===== src/rtl/adc_monitor.sv =====
// ADC stream monitor: windowed overflow count and peak magnitude, plus
// programmable per-channel level counters.
module adc_monitor #(
  parameter int unsigned ADC_BITS = 14,
  parameter int unsigned WIN_BITS = 16,
  parameter int unsigned NLVL     = 2
) (
  input  logic                       adc_clk,
  input  logic                       rst,
  input  logic signed [ADC_BITS-1:0] adc_data,
  input  logic                       adc_ovfl,
  input  logic                       cfg_wr,
  input  logic [3:0]                 cfg_addr,
  input  logic [31:0]                cfg_data,
  input  logic                       cnt_clr,
  output logic                       win_done,
  output logic                       ovfl_A,
  output logic [WIN_BITS:0]          ovfl_cnt,
  output logic [ADC_BITS-2:0]        peak_mag,
  output logic [NLVL*32-1:0]         lvl_cnt
);

  localparam int unsigned MAG_BITS = ADC_BITS - 1;
  localparam int unsigned CNT_BITS = WIN_BITS + 1;

  logic [WIN_BITS-1:0] win_cnt;
  logic [CNT_BITS-1:0] run_cnt;
  logic [MAG_BITS-1:0] run_pk;
  logic [CNT_BITS-1:0] ovfl_mask;
  logic [MAG_BITS-1:0] thr_q  [NLVL];
  logic                mode_q [NLVL];

  logic [ADC_BITS-1:0] neg_c;
  logic [MAG_BITS-1:0] mag_c;
  logic [CNT_BITS-1:0] run_cnt_nxt_c;
  logic [MAG_BITS-1:0] run_pk_nxt_c;
  logic                terminal_c;
  logic                mask_wr_c;
  logic                lvl_inc_c [NLVL];
  logic                lvl_wr_c  [NLVL];
  logic                unused_cfg_c;

  // Only low config bits are meaningful; the reduction keeps the rest visible.
  assign unused_cfg_c = ^cfg_data;

  // Magnitude of the signed sample; the most-negative code saturates to all ones.
  always_comb begin
    neg_c = ADC_BITS'(~$unsigned(adc_data)) + ADC_BITS'(1);
    mag_c = $unsigned(adc_data[MAG_BITS-1:0]);
    if (adc_data[ADC_BITS-1]) begin
      mag_c = neg_c[ADC_BITS-1] ? '1 : neg_c[MAG_BITS-1:0];
    end
  end

  // Running window accumulators including the current sample.
  always_comb begin
    terminal_c    = &win_cnt;
    mask_wr_c     = cfg_wr && (cfg_addr == 4'd0);
    run_cnt_nxt_c = run_cnt + CNT_BITS'(adc_ovfl);
    run_pk_nxt_c  = (mag_c > run_pk) ? mag_c : run_pk;
  end

  // Window counter, running stats and end-of-window result capture.
  always_ff @(posedge adc_clk) begin
    if (rst) begin
      win_cnt   <= '0;
      run_cnt   <= '0;
      run_pk    <= '0;
      ovfl_cnt  <= '0;
      peak_mag  <= '0;
      win_done  <= 1'b0;
      ovfl_A    <= 1'b0;
      ovfl_mask <= '1;
    end else begin
      win_cnt  <= win_cnt + WIN_BITS'(1);
      win_done <= 1'b0;
      ovfl_A   <= 1'b0;
      if (mask_wr_c) begin
        ovfl_mask <= cfg_data[WIN_BITS:0];
      end
      if (terminal_c) begin
        ovfl_cnt <= run_cnt_nxt_c;
        peak_mag <= run_pk_nxt_c;
        win_done <= 1'b1;
        ovfl_A   <= |(run_cnt_nxt_c & ovfl_mask);
        run_cnt  <= '0;
        run_pk   <= '0;
      end else begin
        run_cnt <= run_cnt_nxt_c;
        run_pk  <= run_pk_nxt_c;
      end
    end
  end

  // Per-channel increment and config-write decode using the current thr/mode.
  always_comb begin
    for (int k = 0; k < NLVL; k++) begin
      lvl_wr_c[k]  = cfg_wr && (cfg_addr == 4'(k + 1));
      lvl_inc_c[k] = mode_q[k] ? adc_ovfl : (mag_c >= thr_q[k]);
    end
  end

  // Level channel configuration and counters; clears win over increments.
  always_ff @(posedge adc_clk) begin
    if (rst) begin
      lvl_cnt <= '0;
      for (int k = 0; k < NLVL; k++) begin
        thr_q[k]  <= '1;
        mode_q[k] <= 1'b0;
      end
    end else begin
      for (int k = 0; k < NLVL; k++) begin
        if (lvl_wr_c[k]) begin
          thr_q[k]  <= cfg_data[ADC_BITS-2:0];
          mode_q[k] <= cfg_data[ADC_BITS-1];
        end
        if (lvl_wr_c[k] || cnt_clr) begin
          lvl_cnt[32*k +: 32] <= '0;
        end else begin
          lvl_cnt[32*k +: 32] <= lvl_cnt[32*k +: 32] + 32'(lvl_inc_c[k]);
        end
      end
    end
  end

endmodule

===== config.mk =====
export PLATFORM = sky130hd
export DESIGN_NAME = adc_monitor
export DESIGN_NICKNAME = d
export VERILOG_FILES = /design/src/rtl/adc_monitor.sv
export SDC_FILE = /design/constraint.sdc
export NUM_CORES = 1
export LEC_CHECK = 0
export CORE_MARGIN = 8
export CORE_UTILIZATION = 36
export DETAILED_ROUTE_END_ITERATION = 10
export PLACE_DENSITY = 0.64
export SKIP_LAST_GASP = 1
export SLEW_MARGIN = 40
export SYNTH_ARGS = -nofsm -noshare
export SYNTH_HDL_FRONTEND = slang
export SYNTH_SLANG_ARGS = --single-unit

===== constraint.sdc =====
create_clock -name adc_clk -period 5.9 [get_ports adc_clk]
set_input_delay 1.18 -clock adc_clk [delete_from_list [all_inputs] [get_ports adc_clk]]
set_output_delay 1.18 -clock adc_clk [all_outputs]
set_load 0.02 [all_outputs]

==> results of run 1 <==
power by group:
part           switching (µW)  total [µW]  internal, µW
combinational             175         299           124
clock                     576        1150           574
sequential               14.8        1340          1330
total                     766        2790          2020
worst reg2reg max path: stages, from the launching register on:
cell and delay, ns:
sky130_fd_sc_hd__edfxtp_1 0.37, sky130_fd_sc_hd__ha_1 0.27, sky130_fd_sc_hd__nand2b_1 0.09, sky130_fd_sc_hd__a21o_1 0.11, sky130_fd_sc_hd__a21o_1 0.10, sky130_fd_sc_hd__a21oi_1 0.06
sky130_fd_sc_hd__o21ai_0 0.21, sky130_fd_sc_hd__o21a_1 0.19, sky130_fd_sc_hd__ha_1 0.20, sky130_fd_sc_hd__nand4_1 0.13, sky130_fd_sc_hd__or4_1 0.66, sky130_fd_sc_hd__nor3_4 0.30
sky130_fd_sc_hd__nand3_1 0.13, sky130_fd_sc_hd__xor2_1 0.14, sky130_fd_sc_hd__nor2_1 0.05
area by class of cell:
cell class	count	share of cell area
Multi-Input combinational cell	676	0.396
Inverter	59	0.0200
Timing Repair Buffer	150	0.131
Sequential cell	187	0.363
Clock inverter	15	0.0148
Clock buffer	17	0.0383
Tap cell	324	0.0365
worst max path at each step:
stage,startpoint,to,slack [ns],cells past startpoint
4_1_cts,adc_data[1],lvl_cnt[30]$_SDFF_PP0_,0.50,23
5_1_grt,adc_data[1],lvl_cnt[24]$_SDFF_PP0_,0.19,23
3_5_place_dp,adc_data[1],lvl_cnt[30]$_SDFF_PP0_,0.05,23
3_3_place_gp,adc_data[1],lvl_cnt[30]$_SDFF_PP0_,0.12,23
6_report,adc_data[1],lvl_cnt[30]$_SDFF_PP0_,0.52,23
2_1_floorplan,adc_data[1],lvl_cnt[30]$_SDFF_PP0_,1.05,20
metrics by stage:
stage	hold slack (ns)	setup slack, ns	power (µW)
global placement	0.444	0.122	1660
global route	0.479	0.185	2920
floorplan	0.430	1.05	1560
detailed placement	0.446	0.0461	1670
CTS	0.457	0.499	2820
finish	0.454	0.523	2790
registers in the layout, indices dropped and copies added (netlist names):
signal and flops:
ovfl_cnt 17, mode_q 2, win_done 1, peak_mag 13, run_pk 13, ovfl_mask 17, lvl_cnt 64, run_cnt 17
win_cnt 16, ovfl_A 1, thr_q 26
placed cells by master (no fill, tap or decap), drive strengths merged, types with 18 or more instances in the layout:
cell type,instances
nand3,35
inv,69
nand2b,18
nor2,146
xnor2,39
edfxtp,28
a211oi,27
nand4,30
clkdlybuf4s50,134
dfxtp,159
a21oi,24
xor2,53
nand2,75
ha,48
o21ai,20
cell families (layout without fill, tap and decap cells):
family	count (synthesis)	after routing
AOI/OAI and AO/OA	121	121
xor gates and xnor gates	92	92
adders and majority gates	48	48
buffers and inverters	94	241
DFF	187	187
muxes	9	9
and+or+nand+nor	406	406
metal layers:
layer,up-vias,global-route usage,wire length (µm)
met3,22,0.0292,791
met5,-,0,0
li1,3587,-,-
met4,0,0.0446,339
met1,3195,0.190,10300
met2,125,0.241,10100
==> flow_metrics.py, run 1 <==
metrics = {
    "timing": {
        "finalClockSkew_ns": 0.0125,
        "period_share": 0.911,
        "rsz0062_at_grt": "false",
        "finalCriticalPeriod_ns": 5.38,
        "achievable-frequency_mhz": 186,
        "worst_slew_pin_slew_ns": 0.783,
        "timing_max_transition_violations_final": 0,
        "setup_viol": 0,
        "hold_viol_final": 0,
        "setup-tns-final_ns": 0,
        "max_slew_margin": 0.475,
    },
    "power": {
        "vdd.ir_drop.worst_v": 0.000176,
        "power_per_cell_area_nw_per_um2": 251,
        "cellLeakagePower_uw": 0.00406,
    },
    "logic_synthesis": {
        "post_synth_xor_area_fraction": 0.0919,
        "ys_types": 54,
        "adder_cell_share_of_the_synthesized_area": 0.0685,
        "dominant_combinational_cell_family_by_area_after_synthesis": "simple AND/OR/NAND/NOR gates",
        "post-synth-top-area-fraction": 0.363,
        "async_flop_share": 0,
        "synth_top_cells_by_area": "sky130_fd_sc_hd__dfxtp_1 36%, sky130_fd_sc_hd__edfxtp_1 9.6%, sky130_fd_sc_hd__ha_1 6.8%, sky130_fd_sc_hd__nor2_1 6.2%, sky130_fd_sc_hd__xor2_1 5.3%",
        "post-synth-top-count-cell": "sky130_fd_sc_hd__dfxtp_1",
        "synthesis.yosys.warnings": 0,
        "count_of_flip_flops_with_a_built_in_enable_after_synthesis": 28,
        "synthFlopType": "sky130_fd_sc_hd__dfxtp_1",
        "ys_ff_latch": 187,
        "yosysSeqAreaShare": 0.459,
        "synthSimpleGateAreaFrac": 0.233,
        "syn_area_um2": 8770,
        "synthesis.instances": 957,
        "syn_area_per_cell_um2": 9.17,
        "fraction_of_the_mapped_netlist_area_in_compound_gates": 0.0957,
        "ys_top_cells_by_count": "159 x sky130_fd_sc_hd__dfxtp_1, 146 x sky130_fd_sc_hd__nor2_1, 75 x sky130_fd_sc_hd__nand2_1",
        "syn-num-nets": 1060,
        "synth_top_area_cell": "sky130_fd_sc_hd__dfxtp_1",
        "synth_mux_area_frac": 0.0103,
    },
    "routing": {
        "detail_route.drc_violations": 0,
        "drt_wl_total_mm": 21.5,
        "wl_per_cell_um": 15.0,
        "detailedRoute.firstPassIterationCount": 4,
        "post_route_antenna_net_violation_count": 0,
        "dr_vias_cell": 4.85,
        "detail_route.iter0.violations": 388,
        "route.vias.total": 6929,
    },
    "critical_path": {
        "cell_type_of_the_slowest_stage_on_the_worst_timing_path": "sky130_fd_sc_hd__or4b_4",
        "regToRegSetupSlack_ns": 2.74,
        "critical-path-top-delay-family": "simple AND/OR/NAND/NOR gates",
        "crit_path_max_incr_delay_ns": 0.52,
        "cp.required_ns": 6.21,
        "end_kind": "register",
        "start_kind": "input port",
        "critical_path_arrival_ns": 5.68,
        "critPathBufInv": 4,
        "r2r_cells": 14,
        "critical-path-top-cell-by-count": "sky130_fd_sc_hd__ha_1",
        "crit-reg2reg-capture": "lvl_cnt[61]$_SDFF_PP0_",
        "crit_path_cell_trace": "clkdlybuf4s50_1 -> inv_1 -> ha_1 -> or4b_4 -> o41ai_1 -> mux2i_1 -> buf_4 -> ha_1 -> a21o_1 -> a21o_1 -> a21oi_1 -> nand2_1 -> o21ai_0 -> o211ai_1 -> ha_1 -> ha_1 -> and2_1 -> and4_1 -> nor3b_1 -> buf_4 -> nand4_1 -> xor2_1 -> nor2_1",
        "crit_path_max_fanout": 5,
        "worst-setup-path-type": "input port to register",
        "critical_register_to_register_path_startpoint": "thr_q[0][13]$_DFFE_PP_",
    },
    "finish": {
        "area_taken_by_flip_flops_and_latches_um2": 4020,
        "antennaDiodeCount": 0,
        "fill_cells": 2353,
        "final_core_util": 0.460,
        "layoutNonFillerInstCount": 1428,
        "proportion_of_layout_cells_with_a_drive_suffix_above_1": 0.0589,
        "layout.nets": 1194,
        "areaGrowthSynthToFinish_pct": 26.5,
        "multiInputGateArea_um2": 4400,
        "final_area_um2": 11100,
    },
    "floorplan": {
        "placement_rows": 57,
        "floorplan.initialDensity": 0.364,
        "die_height_um": 172,
        "ios": 151,
        "dieArea_um2": 29600,
        "floorplan.core_area_um2": 24100,
        "die_width_um": 172,
    },
    "hold_path": {
        "hold_crit_depth": 2,
        "worst_hold_path_type": "register to register",
        "hold_path_startpoint": "ovfl_cnt[15]$_SDFFE_PP0P_",
        "worstHoldEndpoint": "ovfl_cnt[15]$_SDFFE_PP0P_",
    },
    "outcome": {
        "outcome": "complete, no violations",
    },
    "global_routing": {
        "pin_count_of_the_biggest_net_entering_global_routing": 65,
        "antenna_violations_before_repair": 0,
        "globalRouteOverflowTotal": 0,
        "track_usage": 0.146,
        "grt_pass1_vias": 6670,
        "global_route_wire_length_before_repair_mm": 34.5,
    },
    "placement": {
        "io_buffers": 135,
        "place_area_um2": 10500,
        "placedCellCount": 1396,
        "finalWeightedCongestion": 0.780,
        "dpl.hpwl_mm": 16.1,
    },
    "clock_network": {
        "htree_num_levels": 4,
        "clock-sinks": 187,
        "max-clock-path-buffers": 2,
        "clk_root_buffer_cell": "sky130_fd_sc_hd__clkbuf_16",
        "clock_insertion_delay_worst_skew_ns": 0.44,
        "tritoncts": "done",
        "postCtsHoldBufs": 0,
        "cts-resized-gates": 0,
        "cts_inserted_buffers": 17,
        "clock_transition_at_the_register_clock_pins_on_the_worst_setup_and_hold_paths_after_cts_ns": 0.08,
        "postCtsSetupBuffers": 0,
    },
    "run": {
        "max_cap_viol_count": 0,
    },
}
Power figures use the tool's default switching activity.
==> inputs of run 2 (changes only) <==
Settings changed: CTS_CLUSTER_SIZE set to 20.
==> results of run 2 <==
Same layout as run 1: the final DEF is identical, and so are final timing and power.
==> inputs of run 3 (changes only) <==
Settings changed: CORE_MARGIN 8 to not set, HOLD_SLACK_MARGIN set to 0.1, PLACE_DENSITY 0.64 to not set, PLACE_DENSITY_LB_ADDON set to 0.2.
==> run 3 against run 2 <==
Total power rose by 0.32%. Register-to-register slack got worse by 0.08 ns. First-iteration DRC count fell by 23%. Wire length fell by 4.9%. Critical path depth fell by 3. Fmax rose by 2.8%. Critical endpoint is now lvl_cnt[61]$_SDFF_PP0_. Largest cell class unchanged.
==> flow_metrics.py, run 3 (synthesized netlist as in run 1, its figures left out) <==
metrics = {
    "outcome": {
        "outcome": "complete, no violations",
    },
    "hold_path": {
        "hold_crit_depth": 2,
        "worstHoldEndpoint": "ovfl_cnt[0]$_SDFFE_PP0P_",
        "worst_hold_path_type": "register to register",
        "hold_path_startpoint": "ovfl_cnt[0]$_SDFFE_PP0P_",
    },
    "finish": {
        "proportion_of_layout_cells_with_a_drive_suffix_above_1": 0.0614,
        "areaGrowthSynthToFinish_pct": 27.0,
        "layoutNonFillerInstCount": 1427,
        "reg.largest.list": "lvl_cnt (64), thr_q (26)",
        "antennaDiodeCount": 0,
        "final_common_cell": "sky130_fd_sc_hd__dfxtp_1",
        "registers.top_by_ff_count": "lvl_cnt",
        "layout.nets": 1198,
        "layout.cells.most_common_list": "159 x sky130_fd_sc_hd__dfxtp_1, 146 x sky130_fd_sc_hd__nor2_1, 134 x sky130_fd_sc_hd__clkdlybuf4s50_1",
        "largest_register_ff_count": 64,
    },
    "timing": {
        "rsz0062_at_grt": "false",
        "setup-tns-final_ns": 0,
        "hold_viol_final": 0,
        "timing_max_transition_violations_final": 0,
        "finalClockSkew_ns": 0.0162,
        "achievable-frequency_mhz": 191,
        "period_share": 0.886,
        "finalCriticalPeriod_ns": 5.23,
        "setup_viol": 0,
        "worst_slew_pin_slew_ns": 0.646,
        "max_slew_margin": 0.568,
    },
    "routing": {
        "detail_route.iter0.violations": 298,
        "post_route_antenna_net_violation_count": 0,
        "wl_per_cell_um": 14.3,
        "drt_wl_total_mm": 20.4,
        "dr_vias_cell": 4.84,
        "route.vias.total": 6907,
        "detail_route.drc_violations": 0,
        "drt-met1-wl_mm": 10.2,
        "highest_layer": "met4",
        "detailedRoute.firstPassIterationCount": 5,
        "routed-wl-met3_um": 793,
        "met2_length_mm": 9.17,
    },
    "placement": {
        "io_buffers": 135,
        "finalWeightedCongestion": 0.839,
        "dpl.hpwl_mm": 15.0,
        "placedCellCount": 1395,
    },
    "critical_path": {
        "cell_type_of_the_slowest_stage_on_the_worst_timing_path": "sky130_fd_sc_hd__or4_1",
        "crit_path_max_fanout": 5,
        "crit-reg2reg-capture": "lvl_cnt[30]$_SDFF_PP0_",
        "crit_path_cell_trace": "clkdlybuf4s50_1 -> inv_1 -> ha_1 -> or4b_4 -> o41ai_1 -> mux2i_1 -> buf_4 -> ha_1 -> a21oi_1 -> o211ai_1 -> nor2_1 -> a21oi_1 -> o21a_1 -> ha_1 -> nand4_1 -> or4_1 -> nor3_4 -> nand3_1 -> xor2_1 -> nor2_1",
        "start_kind": "input port",
        "regToRegSetupSlack_ns": 2.66,
        "end_kind": "register",
        "critical_register_to_register_path_startpoint": "thr_q[0][0]$_DFFE_PP_",
        "cp.required_ns": 6.19,
        "r2r_cells": 15,
        "worst-setup-path-type": "input port to register",
        "critical_path_arrival_ns": 5.52,
        "crit_path_max_incr_delay_ns": 0.63,
        "critical-path-top-cell-by-count": "sky130_fd_sc_hd__ha_1",
    },
    "power": {
        "internal_power_uw": 2080,
        "power.clock.fraction": 0.412,
        "switching_share": 0.258,
        "share_seq_of_total_power": 0.479,
        "vdd.ir_drop.worst_v": 0.000182,
        "power.share.combinational": 0.108,
        "power_per_cell_area_nw_per_um2": 251,
        "cellLeakagePower_uw": 0.00408,
        "p_sw_uw": 721,
    },
    "global_routing": {
        "grt_pass1_vias": 6479,
        "globalRouteOverflowTotal": 0,
        "antenna_violations_before_repair": 0,
        "pin_count_of_the_biggest_net_entering_global_routing": 40,
        "global_route_wire_length_before_repair_mm": 32.7,
        "track_usage": 0.167,
    },
    "clock_network": {
        "postCtsHoldBufs": 0,
        "htree_num_levels": 4,
        "cts_inserted_buffers": 17,
        "max-clock-path-buffers": 2,
        "cts-resized-gates": 0,
        "clock-sinks": 187,
        "clock_transition_at_the_register_clock_pins_on_the_worst_setup_and_hold_paths_after_cts_ns": 0.07,
        "clock_insertion_delay_worst_skew_ns": 0.43,
        "tritoncts": "done",
        "postCtsSetupBuffers": 0,
        "clk_root_buffer_cell": "sky130_fd_sc_hd__clkbuf_16",
    },
    "floorplan": {
        "placement_rows": 56,
        "dieArea_um2": 25000,
        "floorplan.initialDensity": 0.370,
        "ios": 151,
        "die_height_um": 158,
        "die_width_um": 158,
        "floorplan.core_area_um2": 23700,
    },
    "run": {
        "max_cap_viol_count": 0,
    },
}
[run 3: cell count changes in the layout (fill, tap and decap cells not counted), moves of 2 or more]
cell / before / now
sky130_fd_sc_hd__buf_4: 15 / 19
sky130_fd_sc_hd__clkbuf_8: 0 / 2
sky130_fd_sc_hd__inv_6: 6 / 3
sky130_fd_sc_hd__inv_8: 4 / 2
[run 3: stage by stage]
stage | utilization | total power, µW | instance area [µm²] | hold slack [ns] | setup WS [ns]
4_1_cts | 0.470 | 2830 | 11100 | 0.455 | 0.618
3_3_place_gp | 0.444 | 1670 | 10500 | 0.442 | 0.208
3_5_place_dp | 0.445 | 1670 | 10500 | 0.446 | 0.181
5_1_grt | 0.470 | 2920 | 11100 | 0.497 | 0.225
6_report | 0.470 | 2800 | 11100 | 0.452 | 0.672
2_1_floorplan | - | 1560 | 8770 | 0.430 | 1.05
[run 3: worst max-delay path by stage]
stage                startpoint  cells after the start                     end  slack (ns)
floorplan           adc_data[1]                     20  lvl_cnt[30]$_SDFF_PP0_        1.05
global placement    adc_data[1]                     22  lvl_cnt[30]$_SDFF_PP0_        0.21
detailed placement  adc_data[1]                     20  lvl_cnt[30]$_SDFF_PP0_        0.18
CTS                 adc_data[1]                     20  lvl_cnt[61]$_SDFF_PP0_        0.62
global route        adc_data[1]                     22  lvl_cnt[30]$_SDFF_PP0_        0.23
finish              adc_data[1]                     20  lvl_cnt[61]$_SDFF_PP0_        0.67
[run 3: layout make-up]
| cell class | instances | area (µm²) |
|---|---|---|
| Fill cell | 2341 | 12500 |
| Multi-Input combinational cell | 676 | 4400 |
| Sequential cell | 187 | 4020 |
| Timing Repair Buffer | 154 | 1490 |
| Clock buffer | 20 | 457 |
| Tap cell | 319 | 399 |
| Inverter | 59 | 221 |
| Clock inverter | 12 | 150 |
[run 3: power by group through the flow]
stage / logic, µW / clock network, µW / registers, µW
finish: 303 / 1150 / 1340
global route: 342 / 1230 / 1350
CTS: 306 / 1190 / 1340
floorplan: 195 / 0 / 1370
detailed placement: 302 / 0 / 1370
global placement: 298 / 0 / 1370
[run 3: worst max-delay path: cells and delay by family]
kind / cells / cell delay, ns
xor gates and xnor gates: 1 / 0.14
AOI/OAI and AO/OA: 5 / 0.91
muxes: 1 / 0.23
and+or+nand+nor: 7 / 1.82
adders and majority gates: 3 / 0.54
buffers and inverters: 3 / 0.68
[run 3: per-layer routing]
| metal | up-vias | GRT usage |
|---|---|---|
| li1 | 3602 | - |
| met1 | 3172 | 0.231 |
| met2 | 116 | 0.267 |
| met3 | 17 | 0.0318 |
| met4 | 0 | 0.0417 |
| met5 | - | 0 |
